--- src/rtl/conv_psum_accum.sv ---
// Partial-sum accumulator for a row-multiplexed K-tap PE: sums K partial sums per pixel,
// adds bias, requantises (round/shift, ReLU, int8 saturate) and buffers results in a FIFO.
module conv_psum_accum #(
    parameter int K          = 3,
    parameter int PSUM_W     = 18,
    parameter int ACC_W      = 24,
    parameter int OUT_W      = 8,
    parameter int FIFO_DEPTH = 4
) (
    input  logic              clk,
    input  logic              rst_n,
    input  logic              clear,
    input  logic              in_valid,
    input  logic [PSUM_W-1:0] in_psum,
    input  logic [ACC_W-1:0]  bias,
    input  logic [4:0]        shift,
    input  logic              relu_en,
    output logic              out_valid,
    input  logic              out_ready,
    output logic [OUT_W-1:0]  out_data,
    output logic              busy,
    output logic              overflow
);

    localparam int CNT_W = (K > 1) ? $clog2(K) : 1;
    localparam int AW    = (FIFO_DEPTH > 1) ? $clog2(FIFO_DEPTH) : 1;
    localparam int EXT_W = ACC_W + 1;

    localparam logic [CNT_W-1:0] LAST_ROW = CNT_W'(K - 1);
    localparam logic [4:0]       SH_MAX   = 5'(ACC_W - 1);
    localparam logic [AW:0]      DEPTH_C  = (AW + 1)'(FIFO_DEPTH);

    localparam logic signed [EXT_W-1:0] SAT_MAX = EXT_W'((2 ** (OUT_W - 1)) - 1);
    localparam logic signed [EXT_W-1:0] SAT_MIN = EXT_W'(-(2 ** (OUT_W - 1)));

    // ------------------------------------------------------------------
    // Accumulate stage
    // ------------------------------------------------------------------
    logic [CNT_W-1:0] row_cnt;
    logic [ACC_W-1:0] acc;
    logic [ACC_W-1:0] psum_ext;
    logic [4:0]       shift_eff;

    logic             sa_valid;
    logic [ACC_W-1:0] sa_sum;
    logic [4:0]       sa_shift;
    logic             sa_relu;

    assign psum_ext  = {{(ACC_W - PSUM_W){in_psum[PSUM_W-1]}}, in_psum};
    assign shift_eff = (shift > SH_MAX) ? SH_MAX : shift;

    always_ff @(posedge clk or negedge rst_n) begin
        if (!rst_n) begin
            row_cnt  <= '0;
            acc      <= '0;
            sa_valid <= 1'b0;
            sa_sum   <= '0;
            sa_shift <= '0;
            sa_relu  <= 1'b0;
        end else if (clear) begin
            row_cnt  <= '0;
            acc      <= '0;
            sa_valid <= 1'b0;
        end else begin
            sa_valid <= 1'b0;
            if (in_valid) begin
                if (row_cnt == LAST_ROW) begin
                    sa_sum   <= acc + psum_ext + bias;
                    sa_shift <= shift_eff;
                    sa_relu  <= relu_en;
                    sa_valid <= 1'b1;
                    acc      <= '0;
                    row_cnt  <= '0;
                end else begin
                    acc     <= acc + psum_ext;
                    row_cnt <= row_cnt + 1'b1;
                end
            end
        end
    end

    assign busy = (row_cnt != '0) || sa_valid;

    // ------------------------------------------------------------------
    // Requantisation (combinational from stage A)
    // ------------------------------------------------------------------
    logic signed [EXT_W-1:0] ext;
    logic signed [EXT_W-1:0] half;
    logic signed [EXT_W-1:0] sum_g;
    logic signed [EXT_W-1:0] rnd;
    logic        [OUT_W-1:0] q;

    // One guard bit above ACC_W keeps the rounding add from wrapping.
    always_comb begin
        ext   = {sa_sum[ACC_W-1], sa_sum};
        half  = '0;
        sum_g = ext;
        rnd   = ext;
        if (sa_shift != 5'd0) begin
            half  = EXT_W'(1) << (sa_shift - 5'd1);
            sum_g = ext + half;
            rnd   = sum_g >>> sa_shift;
        end
        if (sa_relu && rnd[EXT_W-1]) begin
            rnd = '0;
        end
        if (rnd > SAT_MAX) begin
            q = SAT_MAX[OUT_W-1:0];
        end else if (rnd < SAT_MIN) begin
            q = SAT_MIN[OUT_W-1:0];
        end else begin
            q = rnd[OUT_W-1:0];
        end
    end

    // ------------------------------------------------------------------
    // Output FIFO. Handshake: a word transfers on a rising edge where
    // out_valid && out_ready; out_data is held stable while stalled.
    // ------------------------------------------------------------------
    logic [OUT_W-1:0] mem [FIFO_DEPTH];
    logic [AW-1:0]    wr_ptr;
    logic [AW-1:0]    rd_ptr;
    logic [AW:0]      count;
    logic             full;
    logic             pop;
    logic             push;
    logic             drop;

    assign full      = (count == DEPTH_C);
    assign out_valid = (count != '0);
    assign pop       = out_valid && out_ready;
    // A full FIFO still accepts a write when the head leaves in the same cycle.
    assign push      = sa_valid && (!full || pop);
    assign drop      = sa_valid && full && !pop;
    assign out_data  = out_valid ? mem[rd_ptr] : '0;

    always_ff @(posedge clk) begin
        if (push && !clear) begin
            mem[wr_ptr] <= q;
        end
    end

    always_ff @(posedge clk or negedge rst_n) begin
        if (!rst_n) begin
            wr_ptr   <= '0;
            rd_ptr   <= '0;
            count    <= '0;
            overflow <= 1'b0;
        end else if (clear) begin
            wr_ptr   <= '0;
            rd_ptr   <= '0;
            count    <= '0;
            overflow <= 1'b0;
        end else begin
            if (push) begin
                wr_ptr <= wr_ptr + 1'b1;
            end
            if (pop) begin
                rd_ptr <= rd_ptr + 1'b1;
            end
            if (push && !pop) begin
                count <= count + 1'b1;
            end else if (pop && !push) begin
                count <= count - 1'b1;
            end
            if (drop) begin
                overflow <= 1'b1;
            end
        end
    end

endmodule
--- config.mk ---
export PLATFORM = sky130hd
export DESIGN_NAME = conv_psum_accum
export DESIGN_NICKNAME = d
export VERILOG_FILES = /design/src/rtl/conv_psum_accum.sv
export SDC_FILE = /design/constraint.sdc
export NUM_CORES = 1
export LEC_CHECK = 0
export CAP_MARGIN = 20
export CELL_PAD_IN_SITES_DETAIL_PLACEMENT = 0
export CELL_PAD_IN_SITES_GLOBAL_PLACEMENT = 1
export CORE_UTILIZATION = 50
export DETAILED_ROUTE_END_ITERATION = 10
export MAX_ROUTING_LAYER = met4
export PLACE_DENSITY = 0.89
export SETUP_SLACK_MARGIN = 0.5
export SYNTH_ARGS = -nofsm -noshare
export SYNTH_HDL_FRONTEND = slang
export SYNTH_SLANG_ARGS = --single-unit
--- constraint.sdc ---
create_clock -name clk -period 11.13 [get_ports clk]
set_input_delay 1.6695 -clock clk [delete_from_list [all_inputs] [get_ports clk]]
set_output_delay 1.6695 -clock clk [all_outputs]
set_load 0.01 [all_outputs]
==> run metrics, run 1 <==
Final ANT Viol Nets=0; length of the first detailed-routing pass in iterations=5; unrepaired setup endpoints after global routing=no; Largest stage delay, worst path=0.76 ns; HPWL after DPL=20400 um; timing-limited maximum frequency=150 MHz; total CTS buffers=9; type of origin of the critical path=register; count of flip-flops with a built-in enable after synthesis=32; pin slew with the least headroom to its limit=0.871 ns; cell area after synthesis=9570 um2; Most used DFF post-synth=sky130_fd_sc_hd__dfrtp_1; CP Class=register to register; count of standard-cell rows=50; layout cells sized above 1=6.28%; vias in the first global route=8105; leading post-synthesis cells by cell area=sky130_fd_sc_hd__dfrtp_1, sky130_fd_sc_hd__edfxtp_1, sky130_fd_sc_hd__ha_1, sky130_fd_sc_hd__nand2_1, sky130_fd_sc_hd__a21oi_1; CP delay by family, top=compound AO/OA/AOI/OAI gates; count of final max-slew check failures=0; fraction of power consumed by sequential logic=25.4%; area growth from synthesis to final layout=11.2%; count of hold-fix buffers inserted at cts=0; switching power=1030 uW; post-route clock skew=0.0172 ns; CP arrival=6.72 ns; remaining max-slew budget at the tightest pin=41.9%; endpoint kind of the worst setup timing path=register; number of nets produced by synthesis=1259; area share of the largest cell type after synthesis=17.0%; areal power density over the cells=203 nW/um2; maximum resistive drop on vdd=0.108 mV; Total Power=2160 uW; setup violators final=0; maximum buffer depth of the clock tree=2; type of the worst min-delay path=register to register; part of the power in combinational logic=59.7%; Avg Synthesized Cell Area=8.48 um2; Total Neg Setup Slack=0 ns; count leader, synth=sky130_fd_sc_hd__nand2_1; Yosys Warn Count=0; global placement routability congestion=0.992; CP Cell Sequence=inv_1 > nand2_1 > nor2_1 > nand2_1 > fa_1 > nand2b_1 > a21o_1 > a2111oi_1 > a211oi_1 > xnor2_1 > mux2i_2 > inv_1 > mux4_2 > a2bb2oi_1 > a311oi_1 > nand4_1 > o41ai_4 > o21ai_1; Final Critical Period=6.67 ns; sequential element share of the synthesized area=27.0%; switching part of the total power=47.9%; starting density of the core=51.2%; total of flip-flops plus latches after synthesis=97; post-DR wirelength/cell=19.1 um; DRC marker count from the first detailed-route iteration=701; data required time at the worst endpoint=11.18 ns; maximum number of pins on one net before global-route repair=66; internal portion of total power=1120 uW; most instantiated cells after synthesis=sky130_fd_sc_hd__nand2_1, sky130_fd_sc_hd__nor2_1, sky130_fd_sc_hd__a21oi_1; count of boundary I/O pins=64; clock input transition at the sequential cells of the worst setup and hold paths=0.08 ns; number of endpoints with negative hold slack in the final report=0; area enclosed by the die boundary=19700 um2; buffers plus inverters on the worst setup path=2; drt drc=0; clk_lat worst skew=0.36 ns; count of inserted antenna diode cells=0; Clock Sink Count=97; core region area=18700 um2; Clk pwr share=14.9%; Slowest cell on crit path=sky130_fd_sc_hd__a2111oi_1; Max Cap Violations=0; total number of vias=8774; number of post-CTS setup repair buffers=0; number of buffer cells added on primary ports=63; Final Net Count=1288; global-route wire length before repair=42600 um; average vias per placed instance=6.29; die span in y=140 um; number of antenna violations at the first check in global routing=0; total global routing track utilization=28.2%; CTS H-tree lvls=3; number of standard cells after synthesis=1128; total congestion overflow=0; library cell with the largest summed area after synthesis=sky130_fd_sc_hd__dfrtp_1; die boundary width=140 um; crit share post-route=59.9%; Leakage=0.00445 uW; post_cts resized=0; root cell of the clock tree=sky130_fd_sc_hd__clkbuf_16; Worst Path Max Fanout=23; CTS tree=done; total routed wirelength=26700 um; post-synthesis cell type count=86; ys async rst share=67.0%; run status=completed
## cell families (layout without fill, tap and decap cells)
group                      Yosys count  in the layout  share of synthesized area (%)
DFF                                 97             97                           27.0
xor gates and xnor gates            66             66                           6.41
AOI/OAI and AO/OA                  370            370                           26.8
muxes                               47             47                           6.90
adders and majority gates           78             78                           10.5
and+or+nand+nor                    384            384                           18.8
buffers and inverters               86            120                           3.57
## final timing paths
kind | from | endpoint | slack, ns | cells after the start
max | sa_shift[3] | mem[2][1] | 4.46 | 18
min | acc[17] | acc[17] | 0.52 | 1
max reg2reg | sa_shift[3] | mem[2][1] | 4.46 | 18
min reg2reg | acc[17] | acc[17] | 0.52 | 1
max in group asynchronous | rst_n | sa_sum[14] | 9.05 | 2
min in group asynchronous | rst_n | rd_ptr[0] | 1.49 | 2
## per-stage QoR
step	hold WS [ns]	utilization, %	instance area (um2)	std cells	setup WS [ns]
after global placement	0.491	55.3	10300	1380	4.48
after floorplan	0.470	-	9570	1128	5.49
after detailed placement	0.498	55.3	10300	1380	4.38
after global routing	0.537	56.9	10600	1396	3.99
final	0.516	56.9	10600	1396	4.46
after CTS	0.518	56.9	10600	1396	4.63
## power groups by stage
stage	clock network [uW]	registers, uW	logic, uW
after floorplan	0	488	998
after global placement	0	550	1260
after detailed placement	0	551	1260
after CTS	328	545	1270
after global routing	341	553	1420
final	321	548	1290
## layout make-up
class                           instances  area (um2)
Timing Repair Buffer                   71         686
Clock inverter                          7        81.3
Inverter                               33         124
Multi-Input combinational cell        945        6650
Clock buffer                            9         225
Fill cell                            1715        8060
Tap cell                              234         293
Sequential cell                        97        2590
## registers in the layout, summed over array words and instances (netlist names)
register and count:
wr_ptr 2, rd_ptr 2, sa_sum 24, acc 24, overflow 1, row_cnt 2, sa_shift 5, sa_relu 1
sa_valid 1, count 3, mem 32
## placed cells by master, fill, tap and decap left out, types with 16 or more instances in the layout
cell	count
sky130_fd_sc_hd__nand2_1	116
sky130_fd_sc_hd__ha_1	74
sky130_fd_sc_hd__xor2_1	24
sky130_fd_sc_hd__nor3_1	40
sky130_fd_sc_hd__a21oi_1	84
sky130_fd_sc_hd__clkdlybuf4s50_1	62
sky130_fd_sc_hd__edfxtp_1	32
sky130_fd_sc_hd__o21a_1	20
sky130_fd_sc_hd__o211ai_1	16
sky130_fd_sc_hd__xnor2_1	39
sky130_fd_sc_hd__and2_1	22
sky130_fd_sc_hd__mux2i_1	23
sky130_fd_sc_hd__nor2_1	107
sky130_fd_sc_hd__dfrtp_1	65
sky130_fd_sc_hd__inv_1	30
sky130_fd_sc_hd__a211oi_1	27
sky130_fd_sc_hd__a21o_1	24
sky130_fd_sc_hd__a22o_1	24
sky130_fd_sc_hd__o21ai_0	65
sky130_fd_sc_hd__nand3_1	23
## per-layer routing
layer	wire length, um	global-route usage [%]
met2	12000	42.2
met1	12600	39.6
met5	0	-
met3	1370	3.04
met4	794	9.95
Note: power is estimated with default switching activity, not from simulation.
==> run 2, diff against run 1 <==
Settings changed: CORE_UTILIZATION 50 to 42, PLACE_DENSITY 0.89 to 0.8.
Clock period 11.13 ns to 6 ns, I/O delays scaled along.
==> run metrics, run 2 (synthesized netlist as in run 1, its figures left out) <==
count of inserted antenna diode cells=0 (unchanged); die span in y=153 um (was 140 um); reg2reg start=sa_shift[1] (was sa_shift[3]); pin slew with the least headroom to its limit=0.871 ns (about the same); DRC marker count from the first detailed-route iteration=572 (was 701); unrepaired setup endpoints after global routing=no (unchanged); vias in the first global route=8470 (was 8105); crit share post-route=90.1% (was 59.9%); drt drc=0 (unchanged); Leakage=0.00467 uW (was 0.00445 uW); run status=completed (unchanged); number of flip-flops in the largest register=32 (unchanged); registers with the most flip-flops=mem (32), acc (24), sa_sum (24) (unchanged); Final Net Count=1328 (was 1288); post-route cell area=11200 um2 (was 10600 um2); total CTS buffers=9 (unchanged); Crit. Startpoint=sa_shift[1] (was sa_shift[3]); Largest stage delay, worst path=0.53 ns (was 0.76 ns); area enclosed by the die boundary=23400 um2 (was 19700 um2); number of buffer cells added on primary ports=63 (unchanged); number of antenna violations at the first check in global routing=0 (unchanged); data required time at the worst endpoint=6.17 ns (was 11.18 ns); root cell of the clock tree=sky130_fd_sc_hd__clkbuf_16 (unchanged); placed cell area=10600 um2 (was 10300 um2); total global routing track utilization=24.7% (was 28.2%); dominant cell type by count on the critical path=sky130_fd_sc_hd__buf_4; average vias per placed instance=6.03 (was 6.29); Total Neg Setup Slack=0 ns (unchanged); CP Cell Sequence=clkbuf_8 > nand2_1 > buf_4 > nor2_1 > ha_1 > nand2b_4 > a21o_4 > a2111o_1 > o211a_1 > o31a_1 > xnor2_4 > a221oi_1 > mux2i_1 > buf_4 > a222oi_1 > and4_1 > a31oi_4 > o31ai_4 (was inv_1 > nand2_1 > nor2_1 > nand2_1 > fa_1 > nand2b_1 > a21o_1 > a2111oi_1 > a211oi_1 > xnor2_1 > mux2i_2 > inv_1 > mux4_2 > a2bb2oi_1 > a311oi_1 > nand4_1 > o41ai_4 > o21ai_1); Final Critical Period=5.41 ns (was 6.67 ns); clock input transition at the sequential cells of the worst setup and hold paths=0.08 ns (about the same); global placement routability congestion=0.954 (was 0.992); maximum buffer depth of the clock tree=2 (unchanged); die boundary width=153 um (was 140 um); number of endpoints with negative hold slack in the final report=0 (unchanged); commonest non-fill, non-tap cell in the layout=sky130_fd_sc_hd__nand2_1 (unchanged); most used cells in the layout excluding fill and tap cells=sky130_fd_sc_hd__nand2_1, sky130_fd_sc_hd__nor2_1, sky130_fd_sc_hd__a21oi_1 (unchanged); Max Cap Violations=0 (unchanged); most flop-heavy register=mem (unchanged); count of final max-slew check failures=0 (unchanged); CP Class=register to register (unchanged); CTS H-tree lvls=3 (unchanged); remaining max-slew budget at the tightest pin=41.2% (was 41.9%); areal power density over the cells=379 nW/um2 (was 203 nW/um2); setup violators final=0 (unchanged); count of boundary I/O pins=64 (unchanged); endpoint of the lowest-slack register-to-register path=mem[2][5] (was mem[2][1]); Filler Cell Count=2120 (was 1715); type of origin of the critical path=register (unchanged); CTS tree=done (unchanged); CP arrival=5.57 ns (was 6.72 ns); clk_lat worst skew=0.36 ns (about the same); count of hold-fix buffers inserted at cts=0 (unchanged); timing-limited maximum frequency=185 MHz (was 150 MHz); total congestion overflow=0 (unchanged); Final ANT Viol Nets=0 (unchanged); length of the first detailed-routing pass in iterations=5 (unchanged); HPWL after DPL=21300 um (was 20400 um); core region area=22100 um2 (was 18700 um2); fin util=50.9% (was 56.9%); type of the worst min-delay path=register to register (unchanged); endpoint kind of the worst setup timing path=register (unchanged); global-route wire length before repair=44900 um (was 42600 um); post-DR wirelength/cell=18.8 um (was 19.1 um); maximum resistive drop on vdd=0.180 mV (was 0.108 mV); count of standard-cell rows=54 (was 50); maximum number of pins on one net before global-route repair=66 (unchanged); total routed wirelength=27900 um (was 26700 um); starting density of the core=43.3% (was 51.2%); post-route clock skew=0.0135 ns (was 0.0172 ns); Clock Sink Count=97 (unchanged); Slowest cell on crit path=sky130_fd_sc_hd__a222oi_1 (was sky130_fd_sc_hd__a2111oi_1); Worst Path Max Fanout=46 (was 23); setup slack on the worst flop-to-flop path=0.59 ns (was 4.46 ns); total number of vias=8932 (was 8774); end point of the critical path=mem[2][5] (was mem[2][1]); R2R cell count=18 (unchanged); area growth from synthesis to final layout=17.5% (was 11.2%); layout cells sized above 1=12.6% (was 6.28%)
[run 2: report_power, final]
part           switching, uW  internal (uW)  leakage (uW)  total [uW]
clock network            290            298      0.000150         588
logic                   1550           1120       0.00340        2660
registers                182            827       0.00113        1010
[run 2: worst min-delay path by stage]
stage	startpoint	to	slack [ns]	cells past startpoint
after floorplan	sa_sum[15]	sa_sum[15]	0.47	2
after global placement	overflow	overflow	0.49	2
after detailed placement	overflow	overflow	0.49	2
after CTS	overflow	overflow	0.51	2
after global routing	acc[7]	acc[7]	0.53	1
final	overflow	overflow	0.51	2
[run 2: cell type report]
class | count | area (um2) | share of cell area (%)
repair buffers | 111 | 1000 | 8.93
well taps | 280 | 350 | 3.12
clock buffers | 9 | 225 | 2.00
inverters | 33 | 124 | 1.10
clock inverters | 7 | 81.3 | 0.724
multi-input cells | 945 | 6870 | 61.1
flip-flops and latches | 97 | 2590 | 23.0
[run 2: through the flow]
step                power [uW]  std cells  hold WS, ns  setup slack [ns]
floorplan                 2760       1128        0.470             0.712
global route              4570       1482        0.525             0.470
finish                    4260       1482        0.511             0.593
detailed placement        3480       1455        0.491             0.106
global placement          3490       1455        0.486             0.165
CTS                       4090       1471        0.509             0.504
[run 2: repair_timing]
action | in CTS | in global routing
pin swaps | 0 | 19
hold endpoints to repair | 0 | 0
buffers inserted | 0 | 11
endpoints found under the setup margin | 19 | 31
resized for setup | 3 | 54
[run 2: worst max-delay path, delay by kind of cell, from the launching register on]
| family | cells | cell delay, ns |
|---|---|---|
| AOI/OAI and AO/OA | 8 | 2.86 |
| xor gates and xnor gates | 1 | 0.20 |
| adders and majority gates | 1 | 0.39 |
| DFF | 1 | 0.39 |
| muxes | 1 | 0.12 |
| and+or+nand+nor | 4 | 0.63 |
| buffers and inverters | 3 | 0.62 |
[run 2: layer usage]
layer	global-route usage [%]	up-vias	wire length (um)
li1	-	4384	-
met1	33.7	4223	13000
met2	37.9	263	12600
met3	2.47	62	1370
met4	9.14	0	919
met5	-	-	0
==> run 3, diff against run 2 <==
Settings changed: SETUP_SLACK_MARGIN 0.5 to 0.2.
==> run metrics, run 3 (synthesized netlist as in run 1, its figures left out) <==
pin slew with the least headroom to its limit=0.871 ns (about the same); starting density of the core=43.3% (unchanged); count of hold-fix buffers inserted at cts=0 (unchanged); number of endpoints with negative hold slack in the final report=0 (unchanged); total area of sequential cells=2590 um2 (about the same); most used cells in the layout excluding fill and tap cells=sky130_fd_sc_hd__nand2_1, sky130_fd_sc_hd__nor2_1, sky130_fd_sc_hd__a21oi_1 (unchanged); Worst Path Max Fanout=22 (was 46); CTS H-tree lvls=3 (unchanged); crit share post-route=92.5% (was 90.1%); setup slack on the worst flop-to-flop path=0.45 ns (was 0.59 ns); area enclosed by the die boundary=23400 um2 (unchanged); die span in y=153 um (unchanged); drt drc=0 (unchanged); areal power density over the cells=377 nW/um2 (was 379 nW/um2); Total Neg Setup Slack=0 ns (unchanged); endpoint kind of the worst setup timing path=register (unchanged); total CTS buffers=9 (unchanged); DRC marker count from the first detailed-route iteration=732 (was 572); CTS tree=done (unchanged); reg2reg start=sa_shift[1] (unchanged); most flop-heavy register=mem (unchanged); commonest non-fill, non-tap cell in the layout=sky130_fd_sc_hd__nand2_1 (unchanged); number of flip-flops in the largest register=32 (unchanged); type of the worst min-delay path=register to register (unchanged); Final ANT Viol Nets=0 (unchanged); registers with the most flip-flops=mem (32), acc (24), sa_sum (24) (unchanged); vias in the first global route=8477 (was 8470); HPWL after DPL=21300 um (unchanged); maximum buffer depth of the clock tree=2 (unchanged); Max Cap Violations=0 (unchanged); Final Critical Period=5.55 ns (was 5.41 ns); post-DR wirelength/cell=18.7 um (was 18.8 um); Total Power=4130 uW (was 4260 uW); CP arrival=5.69 ns (was 5.57 ns); count of final max-slew check failures=0 (unchanged); filler-free cell count of the finished design=1473 (was 1482); run status=completed (unchanged); number of buffer cells added on primary ports=63 (unchanged); count of standard-cell rows=54 (unchanged); root cell of the clock tree=sky130_fd_sc_hd__clkbuf_16 (unchanged); Crit. Startpoint=sa_shift[1] (unchanged); core region area=22100 um2 (unchanged); type of origin of the critical path=register (unchanged); global placement routability congestion=0.954 (unchanged); Clock Sink Count=97 (unchanged); area growth from synthesis to final layout=14.6% (was 17.5%); data required time at the worst endpoint=6.14 ns (was 6.17 ns); setup violators final=0 (unchanged); average vias per placed instance=6.03 (about the same); total congestion overflow=0 (unchanged); clock input transition at the sequential cells of the worst setup and hold paths=0.08 ns (about the same); total routed wirelength=27600 um (was 27900 um); die boundary width=153 um (unchanged); maximum number of pins on one net before global-route repair=66 (unchanged); maximum resistive drop on vdd=0.179 mV (was 0.180 mV); Leakage=0.00460 uW (was 0.00467 uW); R2R cell count=18 (unchanged); end point of the critical path=mem[2][5] (unchanged); Final Net Count=1319 (was 1328); CP Class=register to register (unchanged); setup slack after layout=0.451 ns (was 0.593 ns); global-route wire length before repair=44800 um (was 44900 um); unrepaired setup endpoints after global routing=no (unchanged); Filler Cell Count=2146 (was 2120); post-route clock skew=0.0131 ns (was 0.0135 ns); DP Cell Count=1455 (unchanged); total global routing track utilization=24.7% (about the same); timing-limited maximum frequency=180 MHz (was 185 MHz); number of antenna violations at the first check in global routing=0 (unchanged); count of boundary I/O pins=64 (unchanged); WHS=0.512 ns (was 0.511 ns); length of the first detailed-routing pass in iterations=7 (was 5); layout cells sized above 1=9.05% (was 12.6%); total area of multi-input combinational cells=6670 um2 (was 6870 um2); pre-CTS worst setup slack=0.106 ns (unchanged); clk_lat worst skew=0.36 ns (about the same); total number of vias=8889 (was 8932); endpoint of the lowest-slack register-to-register path=mem[2][5] (unchanged); count of inserted antenna diode cells=0 (unchanged); remaining max-slew budget at the tightest pin=41.2% (about the same)
## run 3: changes by cell type in the layout (fill, tap and decap cells not counted), moves of 3 or more
cell / previous run / this run
sky130_fd_sc_hd__buf_4: 44 / 38
sky130_fd_sc_hd__ha_1: 68 / 74
sky130_fd_sc_hd__ha_2: 5 / 0
sky130_fd_sc_hd__nand2_1: 111 / 116
sky130_fd_sc_hd__nand2_2: 5 / 0
sky130_fd_sc_hd__o21ai_2: 5 / 0
sky130_fd_sc_hd__o21ai_0: 61 / 64
## run 3: repair_timing
item | 4_1_cts | 5_1_grt
resized for setup | 0 | 8
buffers inserted | 0 | 2
endpoints found under the setup margin | 0 | 30
## run 3: critical path, stage by stage (launching register included)
cell and delay (ns):
sky130_fd_sc_hd__dfrtp_1 0.35, sky130_fd_sc_hd__clkinv_1 0.12, sky130_fd_sc_hd__buf_4 0.26, sky130_fd_sc_hd__nand2_1 0.32, sky130_fd_sc_hd__nor2_1 0.09, sky130_fd_sc_hd__ha_1 0.47
sky130_fd_sc_hd__and3_1 0.23, sky130_fd_sc_hd__nand2_1 0.10, sky130_fd_sc_hd__a2111o_1 0.46, sky130_fd_sc_hd__o211a_1 0.30, sky130_fd_sc_hd__o31a_1 0.32, sky130_fd_sc_hd__xnor2_2 0.23
sky130_fd_sc_hd__mux2_2 0.31, sky130_fd_sc_hd__mux4_2 0.54, sky130_fd_sc_hd__a22oi_1 0.28, sky130_fd_sc_hd__nand4b_1 0.16, sky130_fd_sc_hd__nor3_2 0.20, sky130_fd_sc_hd__a31oi_4 0.17
sky130_fd_sc_hd__o31ai_2 0.40
## run 3: worst min-delay path by stage
stage,start,depth (start not counted),to
after global routing,acc[7],1,acc[7]
after floorplan,sa_sum[15],2,sa_sum[15]
after detailed placement,overflow,2,overflow
after global placement,overflow,2,overflow
final,overflow,2,overflow
after CTS,overflow,2,overflow
## run 3: per-stage QoR
step | cell area, um2 | util [%]
after global placement | 10600 | 48.0
after global routing | 11000 | 49.6
after floorplan | 9570 | -
after detailed placement | 10600 | 48.0
after CTS | 10900 | 49.4
final | 11000 | 49.6
## run 3: final cells by class
cell class,count,area share (%)
well taps,280,3.20
inverters,33,1.13
flip-flops and latches,97,23.6
clock inverters,7,0.742
clock buffers,9,2.05
repair buffers,102,8.41
multi-input cells,945,60.9
## run 3: metal layers
| layer | routed length (um) | vias up | GRT usage, % |
|---|---|---|---|
| met5 | 0 | - | - |
| met2 | 12500 | 266 | 37.9 |
| met1 | 12700 | 4214 | 33.8 |
| met4 | 779 | 0 | 9.14 |
| li1 | - | 4361 | - |
| met3 | 1550 | 48 | 2.41 |
## run 3: where the power goes
group | switching, uW | total, uW | internal, uW
clock | 288 | 586 | 298
combinational | 1480 | 2540 | 1050
sequential | 179 | 1010 | 826
